File: src/rtl/inst_fetch_if.sv
// Fetch-side and memory-side signals of the instruction fetch unit.
// slave is the fetch unit; master is whoever drives pc/flush and memory.
interface inst_fetch_if;
    logic [63:0] pc;
    logic        flush;
    logic [31:0] inst;
    logic        inst_valid;
    logic        inst_comp;
    logic        mem_req;
    logic [63:0] mem_addr;
    logic        mem_gnt;
    logic        mem_rvalid;
    logic [63:0] mem_rdata;

    modport master (
        output pc, flush, mem_gnt, mem_rvalid, mem_rdata,
        input  inst, inst_valid, inst_comp, mem_req, mem_addr
    );

    modport slave (
        input  pc, flush, mem_gnt, mem_rvalid, mem_rdata,
        output inst, inst_valid, inst_comp, mem_req, mem_addr
    );
endinterface

File: src/rtl/inst_fetch.sv
// Two-entry fetch buffer with RVC support and a single outstanding
// 64-bit memory read; 32-bit instructions may straddle two words.
module inst_fetch (
    input logic         clk,
    input logic         rst_n,
    inst_fetch_if.slave bus
);

    localparam logic [1:0] IDLE     = 2'd0;
    localparam logic [1:0] WAIT_GNT = 2'd1;
    localparam logic [1:0] WAIT_RSP = 2'd2;

    logic [1:0]  state;
    logic        drop;
    logic [63:0] addr_q;

    logic        vld0;
    logic        vld1;
    logic [60:0] tag0;
    logic [60:0] tag1;
    logic [63:0] data0;
    logic [63:0] data1;

    logic [60:0] w;
    logic [60:0] w1;
    logic [1:0]  h;
    logic        lo0;
    logic        lo1;
    logic        hi0;
    logic        hi1;
    logic        lo_hit;
    logic        hi_hit;
    logic [63:0] lo_data;
    logic [63:0] hi_data;
    logic [31:0] cat32;
    logic        comp;
    logic        straddle;
    logic        valid;
    logic        vic1;
    logic        wr;
    logic        unused_ok;

    assign w  = bus.pc[63:3];
    assign w1 = w + 61'd1;
    assign h  = bus.pc[2:1];

    assign lo0 = vld0 && (tag0 == w);
    assign lo1 = vld1 && (tag1 == w);
    assign hi0 = vld0 && (tag0 == w1);
    assign hi1 = vld1 && (tag1 == w1);

    assign lo_hit  = lo0 || lo1;
    assign hi_hit  = hi0 || hi1;
    assign lo_data = lo0 ? data0 : data1;
    assign hi_data = hi0 ? data0 : data1;

    // Gather the 32 bits starting at halfword h, borrowing from W+1 at h=3.
    always_comb begin
        cat32 = 32'd0;
        unique case (h)
            2'd0:    cat32 = lo_data[31:0];
            2'd1:    cat32 = lo_data[47:16];
            2'd2:    cat32 = lo_data[63:32];
            default: cat32 = {hi_data[15:0], lo_data[63:48]};
        endcase
    end

    assign comp     = (cat32[1:0] != 2'b11);
    assign straddle = (h == 2'd3) && !comp;
    assign valid    = lo_hit && (!straddle || hi_hit);

    assign bus.inst_valid = valid;
    assign bus.inst_comp  = valid && comp;
    assign bus.inst       = !valid ? 32'd0 :
                            comp   ? {16'd0, cat32[15:0]} : cat32;

    assign bus.mem_req  = (state == WAIT_GNT);
    assign bus.mem_addr = addr_q;

    // Refill goes to an entry not holding the current word, E0 first.
    assign vic1 = vld0 && (tag0 == w);
    assign wr   = (state == WAIT_RSP) && bus.mem_rvalid &&
                  !drop && !bus.flush;

    assign unused_ok = ^{bus.pc[0], hi_data[63:16]};

    // Request sequencer; a flushed request is still completed, then dropped.
    always_ff @(posedge clk or negedge rst_n) begin
        if (!rst_n) begin
            state  <= IDLE;
            drop   <= 1'b0;
            addr_q <= 64'd0;
        end else begin
            unique case (state)
                IDLE: begin
                    if (!bus.flush && !lo_hit) begin
                        addr_q <= {w, 3'b000};
                        state  <= WAIT_GNT;
                    end else if (!bus.flush && straddle && !hi_hit) begin
                        addr_q <= {w1, 3'b000};
                        state  <= WAIT_GNT;
                    end
                end
                WAIT_GNT: begin
                    if (bus.flush) drop <= 1'b1;
                    if (bus.mem_gnt) state <= WAIT_RSP;
                end
                WAIT_RSP: begin
                    if (bus.flush) drop <= 1'b1;
                    if (bus.mem_rvalid) begin
                        drop  <= 1'b0;
                        state <= IDLE;
                    end
                end
                default: state <= IDLE;
            endcase
        end
    end

    // Buffer entries: flush invalidates both, a live response fills the victim.
    always_ff @(posedge clk or negedge rst_n) begin
        if (!rst_n) begin
            vld0  <= 1'b0;
            vld1  <= 1'b0;
            tag0  <= 61'd0;
            tag1  <= 61'd0;
            data0 <= 64'd0;
            data1 <= 64'd0;
        end else if (bus.flush) begin
            vld0 <= 1'b0;
            vld1 <= 1'b0;
        end else if (wr) begin
            if (vic1) begin
                vld1  <= 1'b1;
                tag1  <= addr_q[63:3];
                data1 <= bus.mem_rdata;
            end else begin
                vld0  <= 1'b1;
                tag0  <= addr_q[63:3];
                data0 <= bus.mem_rdata;
            end
        end
    end

endmodule

File: src/flat_wrapper.sv
// flat-port wrapper written by rule: the top's interface ports become plain ports
module inst_fetch_flat 
  (clk, rst_n, bus_pc, bus_flush, bus_mem_gnt, bus_mem_rvalid, bus_mem_rdata, bus_inst, bus_inst_valid, bus_inst_comp, bus_mem_req, bus_mem_addr);
  inst_fetch_if bus_i ();
  input logic clk;
  input logic rst_n;
  input wire logic [$bits(bus_i.pc)-1:0] bus_pc;
  input wire logic [$bits(bus_i.flush)-1:0] bus_flush;
  input wire logic [$bits(bus_i.mem_gnt)-1:0] bus_mem_gnt;
  input wire logic [$bits(bus_i.mem_rvalid)-1:0] bus_mem_rvalid;
  input wire logic [$bits(bus_i.mem_rdata)-1:0] bus_mem_rdata;
  output wire logic [$bits(bus_i.inst)-1:0] bus_inst;
  output wire logic [$bits(bus_i.inst_valid)-1:0] bus_inst_valid;
  output wire logic [$bits(bus_i.inst_comp)-1:0] bus_inst_comp;
  output wire logic [$bits(bus_i.mem_req)-1:0] bus_mem_req;
  output wire logic [$bits(bus_i.mem_addr)-1:0] bus_mem_addr;
  assign bus_i.pc = bus_pc;
  assign bus_i.flush = bus_flush;
  assign bus_i.mem_gnt = bus_mem_gnt;
  assign bus_i.mem_rvalid = bus_mem_rvalid;
  assign bus_i.mem_rdata = bus_mem_rdata;
  assign bus_inst = bus_i.inst;
  assign bus_inst_valid = bus_i.inst_valid;
  assign bus_inst_comp = bus_i.inst_comp;
  assign bus_mem_req = bus_i.mem_req;
  assign bus_mem_addr = bus_i.mem_addr;
  inst_fetch u_core (.clk(clk), .rst_n(rst_n), .bus(bus_i));
endmodule
File: config.mk
export PLATFORM = sky130hd
export DESIGN_NAME = inst_fetch_flat
export DESIGN_NICKNAME = d
export VERILOG_FILES = /design/src/rtl/inst_fetch_if.sv /design/src/rtl/inst_fetch.sv /design/src/flat_wrapper.sv
export SDC_FILE = /design/constraint.sdc
export NUM_CORES = 1
export LEC_CHECK = 0
export ABC_CLOCK_PERIOD_IN_PS = 6250
export CORE_MARGIN = 4
export CORE_UTILIZATION = 37
export CTS_BUF_LIST = sky130_fd_sc_hd__clkbuf_8
export DETAILED_ROUTE_END_ITERATION = 6
export PLACE_DENSITY = 0.68
export SLEW_MARGIN = 15
export SYNTH_ARGS = -nofsm -noshare
export SYNTH_HDL_FRONTEND = slang
export SYNTH_SLANG_ARGS = --single-unit
File: constraint.sdc
create_clock -name clk -period 6.25 [get_ports clk]
set_input_delay 1.25 -clock clk [delete_from_list [all_inputs] [get_ports clk]]
set_output_delay 1.25 -clock clk [all_outputs]
set_load 0.02 [all_outputs]
==> results.py <==
metrics = {
    "synthesis": {
        "area_share_of_the_leading_cell_type_in_the_synthesized_netlist_pct": 38.9,
        "synth-seq-area-share_pct": 38.9,
        "synthesis.area_um2": 20300,
        "synthesis.instances": 1835,
        "ys_top_cells_by_area": "sky130_fd_sc_hd__dfrtp_1 39%, sky130_fd_sc_hd__mux2_2 14%, sky130_fd_sc_hd__xnor2_1 6.3%",
        "number_of_enable_type_register_cells_in_the_synthesized_netlist": 0,
        "yosysTopAreaCell": "sky130_fd_sc_hd__dfrtp_1",
        "synthesis.yosys.warnings": 0,
        "synth_async_sr_flop_share_pct": 100,
        "synth.ff_latch_count": 316,
        "avgSynthCellArea_um2": 11.1,
        "synth.most_common_cell": "sky130_fd_sc_hd__dfrtp_1",
        "synthDistinctLibCells": 71,
        "synth_commonest_cells": "316 x sky130_fd_sc_hd__dfrtp_1, 255 x sky130_fd_sc_hd__mux2_2, 147 x sky130_fd_sc_hd__xnor2_1",
        "yosys_most_used_dff": "sky130_fd_sc_hd__dfrtp_1",
    },
    "worst_setup_path": {
        "setup.worst_path.end_class": "output pin",
        "timing.critical_path.cells": "buf_2 -> buf_6 -> nand4_1 -> buf_4 -> buf_4 -> nor4_2 -> buf_4 -> nand4_1 -> xnor2_1 -> o2111ai_1 -> or4_4 -> nor4_4 -> and4_4 -> buf_12 -> mux2i_1 -> mux4_2 -> nor2_4 -> buf_6",
        "worst-path-max-fanout": 5,
        "critical_register_to_register_path_startpoint": "u_core.tag0[23]$_DFFE_PN0P_",
        "startpoint_type": "input port",
        "path_buf_inv": 7,
        "worst-endpoint-arrival_ps": 5060,
        "r2r_slack_ps": 1790,
        "rr_endpoint": "u_core.bus.mem_addr[46]$_DFFE_PN0P_",
        "worst_path_most_repeated_cell": "sky130_fd_sc_hd__buf_4",
        "worst_r2r_path_depth": 19,
        "worstPathRequired_ps": 5000,
        "path_delay_family": "simple AND/OR/NAND/NOR gates",
        "timing_worst_setup_path_type": "in -> out",
        "critical-path-max-stage-delay_ps": 570,
        "critPathSlowestCell": "sky130_fd_sc_hd__or4_4",
    },
    "route": {
        "first_drt_pass_iteration_count": 5,
        "antenna_violating_nets_post_route": 0,
        "num_vias": 18000,
        "sum_of_routed_wire_length_over_all_layers_um": 91000,
        "via_per_inst": 5.54,
        "drc": 0,
        "drt_iter0_drc": 1532,
        "average_detailed_routed_wire_length_per_instance_um": 28.0,
    },
    "clocking": {
        "htree_num_levels": 2,
        "clkTransAtPathRegs_ps": 60,
        "cts.sinks": 316,
        "cts_root_buffer": "sky130_fd_sc_hd__clkbuf_8",
        "cts_tree": "yes",
        "post_cts_hold_buffer_count": 0,
        "numCtsBuffers": 57,
        "clk_path_buf_depth": 3,
        "clk-insertion-delay-late_ps": 690,
    },
    "placement": {
        "routabilityCongestion": 1.02,
        "dpl_cell_area_um2": 26400,
        "buffer_ports.inserted": 227,
        "dpl.hpwl_um": 71700,
    },
    "sta": {
        "timing.hold.ws_ps": 501,
        "setup_viol_count_final": 13,
        "max-slew-margin-rel_pct": 35.2,
        "clock-skew-final_ps": 35.2,
        "maximum_clock_frequency_mhz": 159,
        "ratio_of_final_minimum_period_to_clock_period_pct": 101,
        "timing.final.hold_violations": 0,
        "timing.final.crit_period_ps": 6310,
        "fin_ws_ps": -58.7,
        "slew_violations": 0,
        "max_slew.worst_pin.slew_ps": 965,
        "rsz0062_at_grt": "yes",
    },
    "layout": {
        "area_growth_syn_to_layout_pct": 41.3,
        "final_design_area_no_fill_um2": 28700,
        "finalNetCount": 2648,
        "drive_gt1_share_pct": 45.0,
    },
    "power_and_ir_drop": {
        "p_leak_uw": 0.0128,
        "power.switching_fraction_pct": 37.1,
        "seq_power_share_pct": 36.3,
        "power_frac_clock_pct": 23.4,
        "intPower_uw": 5520,
        "p_per_area_nw_per_um2": 306,
        "vdd_drop_max_mv": 0.231,
        "p_comb_share_pct": 40.3,
        "power_switching_uw": 3250,
    },
    "floorplanning": {
        "floorplan.die.width_um": 242,
        "rows": 85,
        "boundaryPins": 232,
        "initial_core_util_pct": 37.6,
        "core_region_area_um2": 54000,
        "die_h_um": 242,
        "fp.dieArea_um2": 58700,
    },
    "global_route": {
        "largest_net_degree_at_the_start_of_global_routing": 143,
        "via_count_of_the_first_global_routing_pass": 19000,
        "global_route.usage.total_pct": 30.3,
        "wire_length_of_the_first_global_routing_pass_um": 132000,
        "antenna_violations_before_repair": 3,
        "overflow": 0,
    },
    "job": {
        "max_cap_violations": 0,
    },
    "hold_path": {
        "hold_path.class": "in -> async",
    },
    "status": {
        "run_status": "finished with violations",
        "violations": "negative setup slack",
    },
}
-- worst max-delay path by stage --
stage                           from      endpoint  slack [ps]  cells after the start
final                     bus_pc[14]  bus_inst[29]         -60                     18
after global routing      bus_pc[31]  bus_inst[19]        -180                     16
after CTS                 bus_pc[56]  bus_inst[24]           5                     16
after detailed placement  bus_pc[35]  bus_inst[24]       -1420                     16
after global placement     bus_pc[9]  bus_inst[24]       -1540                     17
after floorplan            bus_pc[3]  bus_inst[16]         -80                     16
-- layer usage --
metal	share of wire, %	track usage (%)	wire, µm	vias up
met3	5.8	4.96	5270	128
met4	2.8	7.89	2520	0
met1	43	40.5	39400	9289
li1	-	-	-	8009
met2	48	51.3	43900	593
met5	0	0	0	-
-- power by group through the flow --
stage	clock network [µW]	registers, µW	logic, µW
floorplan	0	3260	1500
global placement	0	3170	3420
detailed placement	0	3210	3430
CTS	2100	3180	3510
global route	2190	3260	3690
finish	2050	3190	3530
-- flip-flops by register name (all words and copies together), names as in the netlist --
name	count
u_core.data0	64
u_core.data1	64
u_core.bus.mem_addr	61
u_core.tag0	61
u_core.tag1	61
u_core.state	2
u_core.drop	1
u_core.vld0	1
u_core.vld1	1
-- kinds of logic (layout without fill, tap and decap cells) --
kind of cell	count (synthesis)	in the layout	share of synthesized area (%)
AND/OR/NAND/NOR	556	556	15.8
multiplexers	432	432	26.1
flip-flops	316	316	38.9
XOR/XNOR	248	248	10.9
buffers and inverters	163	883	4.20
AO/OA/AOI/OAI	115	115	3.74
adder cells (fa/ha/maj)	4	4	0.247
other	1	5	0.0185
-- stage by stage --
stage | cells | setup slack [ps] | power, µW | setup TNS, ps | utilization [%]
3_3_place_gp | 3094 | -1540 | 6590 | -45770 | 48.9
3_5_place_dp | 3094 | -1420 | 6640 | -40670 | 48.9
6_report | 3255 | -58.7 | 8770 | -493 | 53.1
5_1_grt | 3255 | -182 | 9140 | -2130 | 53.1
2_1_floorplan | 1837 | -78.4 | 4760 | -357 | -
4_1_cts | 3241 | 5.49 | 8800 | 0 | 52.7
-- what timing repair did --
action | in CTS | in global routing
resized for setup | 391 | 107
pin swaps | 45 | 29
buffers inserted | 40 | 13
endpoints found under the setup margin | 34 | 34
cloned | 3 | 1
-- cell type report --
class                           instances  area [µm²]
Fill cell                            4907       25300
Multi-Input combinational cell       1358       12200
Sequential cell                       316        7910
Timing Repair Buffer                  750        6440
Clock buffer                           68         936
Tap cell                              696         871
Clock inverter                         37         249
Inverter                               28         105
Antenna cell                            2        5.00
-- placed cells by master (no fill, tap or decap), types with 9 or more instances in the layout --
cell	count
sky130_fd_sc_hd__buf_4	477
sky130_fd_sc_hd__nor4_4	13
sky130_fd_sc_hd__nor2b_1	13
sky130_fd_sc_hd__nor4_2	19
sky130_fd_sc_hd__nand2_1	93
sky130_fd_sc_hd__mux4_2	29
sky130_fd_sc_hd__or4_4	12
sky130_fd_sc_hd__nor2_4	9
sky130_fd_sc_hd__xor2_1	96
sky130_fd_sc_hd__mux2_2	255
sky130_fd_sc_hd__clkinv_2	13
sky130_fd_sc_hd__and2_1	10
sky130_fd_sc_hd__buf_12	15
sky130_fd_sc_hd__xnor2_1	144
sky130_fd_sc_hd__and3_1	10
sky130_fd_sc_hd__clkdlybuf4s50_1	134
sky130_fd_sc_hd__clkbuf_8	68
sky130_fd_sc_hd__nand3_1	47
sky130_fd_sc_hd__mux2i_1	87
sky130_fd_sc_hd__nor4_1	39
sky130_fd_sc_hd__mux2_4	60
sky130_fd_sc_hd__buf_6	47
sky130_fd_sc_hd__buf_8	9
sky130_fd_sc_hd__nand4_1	64
sky130_fd_sc_hd__nor2_1	75
sky130_fd_sc_hd__nor3_1	36
sky130_fd_sc_hd__a21oi_1	22
sky130_fd_sc_hd__o21ai_0	23
sky130_fd_sc_hd__nand2b_1	27
sky130_fd_sc_hd__dlygate4sd2_1	12
sky130_fd_sc_hd__inv_1	47
sky130_fd_sc_hd__clkbuf_2	10
sky130_fd_sc_hd__dfrtp_1	316
sky130_fd_sc_hd__buf_2	26
Power figures use the tool's default switching activity.
==> patch (same settings) <==
Reset style: synchronous (`rst_n`), changed in 2 clocked blocks.
--- a/src/rtl/inst_fetch.sv
+++ b/src/rtl/inst_fetch.sv
@@ -85,7 +85,7 @@
     assign unused_ok = ^{bus.pc[0], hi_data[63:16]};
 
     // Request sequencer; a flushed request is still completed, then dropped.
-    always_ff @(posedge clk or negedge rst_n) begin
+    always_ff @(posedge clk) begin
         if (!rst_n) begin
             state  <= IDLE;
             drop   <= 1'b0;
@@ -118,7 +118,7 @@
     end
 
     // Buffer entries: flush invalidates both, a live response fills the victim.
-    always_ff @(posedge clk or negedge rst_n) begin
+    always_ff @(posedge clk) begin
         if (!rst_n) begin
             vld0  <= 1'b0;
             vld1  <= 1'b0;
Behaviour: differs if rst_n is asserted again (counterexample within 4 cycles, from zero or initial values and one cycle with rst_n low); with rst_n held inactive, the same outputs for 4 cycles.
==> patch against the original RTL <==
  * The run still ends with negative setup slack left
  * Wire length increased by 5.3%
  * Design area decreased by 3.8%
  * Global-route usage increased by 2.3 points
  * Synthesized cell count increased by 39%
  * Setup slack improved by 0.054 ns
  * Fmax increased by 0.87%
  * Sequential cell count unchanged
  * Final cell count increased by 19%
  * Critical path depth decreased by 2
  * Synthesized area decreased by 4.8%
Power is not compared: it rests on default switching activity, and its combinational part moved more than twofold at a synthesized area within 25%.
==> patch: results (changes against the original RTL) <==
Parameter                              Value

Yosys
  Post-synthesis instance total    2555 (was 1835)
  Multiplexer area fraction after synthesis    8.526% (was 26.14%)
  Sequential element share of the synthesized area    32.73% (was 38.95%)
  Ranking of synthesized cells by instance count    sky130_fd_sc_hd__nand2_1 (654), sky130_fd_sc_hd__dfxtp_1 (316), sky130_fd_sc_hd__a21oi_1 (295) (was sky130_fd_sc_hd__dfrtp_1 (316), sky130_fd_sc_hd__mux2_2 (255), sky130_fd_sc_hd__xnor2_1 (147))
  Synth Area in Compound Gates    14.69% (was 3.741%)
  Count of different cell masters after synthesis    78 (was 71)
  Arithmetic-cell share of the synthesized area counting full adders, half adders and majority gates    0.2589% (was 0.2465%)
  Leading post-synthesis cells by cell area    sky130_fd_sc_hd__dfxtp_1 (33%), sky130_fd_sc_hd__nand2_1 (13%), sky130_fd_sc_hd__xnor2_1 (7.9%) (was sky130_fd_sc_hd__dfrtp_1 (39%), sky130_fd_sc_hd__mux2_2 (14%), sky130_fd_sc_hd__xnor2_1 (6.3%))
  Main combinational cell family by area after synthesis    simple AND/OR/NAND/NOR gates (was multiplexers)
  Asr flop ratio synth    0% (was 100.0%)
  Top FF cell, synth    sky130_fd_sc_hd__dfxtp_1 (was sky130_fd_sc_hd__dfrtp_1)

Critical path
  Number of cells on the worst reg-to-reg path    15 (was 19)
  Flop2flop setup slack    1.62 ns (was 1.79 ns)
  Last element of the critical path    bus_inst[26] (was bus_inst[29])
  Launch point of the critical path    bus_pc[9] (was bus_pc[14])
  Highest cell delay on the worst timing path    0.59 ns (was 0.57 ns)
  Critical path peak fanout    6 (was 5)
  Reg-to-reg startpoint    u_core.tag1[37]$_SDFFE_PN0P_ (was u_core.tag0[23]$_DFFE_PN0P_)
  Data arrival time of the worst path    5.00 ns (was 5.06 ns)

Place
  Cell count after placement    3713 (was 3094)
  GP Congestion    1.066 (was 1.024)
  Hpwl dp    73.26 mm (was 71.68 mm)
  Worst Setup Slack post-DPL    -1.337 ns (was -1.418 ns)

Detailed routing
  Routed via count divided by cell count    5.673 (was 5.536)
  First-iteration detailed-routing DRC count    2497 (was 1532)
  Average wire per cell in the routed design    24.81 um (was 27.97 um)

Clock tree
  Total clock buffers created by CTS    55 (was 57)
  Setup Fix Bufs, Post-CTS    29 (was 40)

STA
  Number of endpoints failing setup at the final stage    1 (was 13)
  Worst setup slack after layout    -0.004426 ns (was -0.05874 ns)
  Final sum of negative setup slack    -0.004426 ns (was -0.4934 ns)
  Headroom to the max-slew limit    30.76% (was 35.18%)
  Final setup skew    0.03308 ns (was 0.03520 ns)

Outcome
  Outcome    finished, violations left (unchanged)
  Violated checks    negative setup slack (unchanged)

GRT
  Initial antenna violation count    1 (was 3)
  Global-route wire length before repair    138.5 mm (was 132.4 mm)
  Largest net degree at the start of global routing    177 (was 143)
  GRT Resource Usage Total    32.55% (was 30.29%)
  Number of global-route vias before repair    21110 (was 18980)

Cells and area
  Filler cells    5011 (was 4907)
  Layout cells sized above 1    26.86% (was 45.01%)
[patch: worst min path at each step]
stage / depth (start not counted) / start / to / slack (ns)
finish: 2 / u_core.data1[41]$_SDFFE_PN0P_ / u_core.data1[41]$_SDFFE_PN0P_ / 0.45
global route: 2 / u_core.data1[46]$_SDFFE_PN0P_ / u_core.data1[46]$_SDFFE_PN0P_ / 0.47
CTS: 2 / u_core.data1[61]$_SDFFE_PN0P_ / u_core.data1[61]$_SDFFE_PN0P_ / 0.45
detailed placement: 2 / u_core.data1[61]$_SDFFE_PN0P_ / u_core.data1[61]$_SDFFE_PN0P_ / 0.44
global placement: 2 / u_core.data1[25]$_SDFFE_PN0P_ / u_core.data1[25]$_SDFFE_PN0P_ / 0.44
floorplan: 2 / u_core.data1[18]$_SDFFE_PN0P_ / u_core.data1[18]$_SDFFE_PN0P_ / 0.43
[patch: metal layers]
metal  vias up  track usage (%)  share of wire, %  wire, um
met1     10710            44.87                43     41550
met3       176            6.557               8.0      7701
met2       996            50.91                45     42990
met4         0            11.31               3.8      3666
met5         -                0                 0         0
li1      10050                -                 -         -
[patch: final cells by class]
cell class	instances	share of cell area, %
clock buffer	71	3.542
timing repair buffer	749	23.04
multi-input combinational	1999	46.37
clock inverter	26	0.6803
antenna	3	0.02721
sequential	316	22.93
inverter	22	0.3265
tap	680	3.084
[patch: power groups by stage]
stage / Clock [mW] / Sequential [mW] / Combinational [mW]
after floorplan: 0 / 2.19 / 0.383
after global placement: 0 / 2.16 / 0.908
after detailed placement: 0 / 2.16 / 0.916
after CTS: 2.06 / 2.12 / 0.928
after global routing: 2.15 / 2.13 / 1.00
final: 2.04 / 2.12 / 0.956
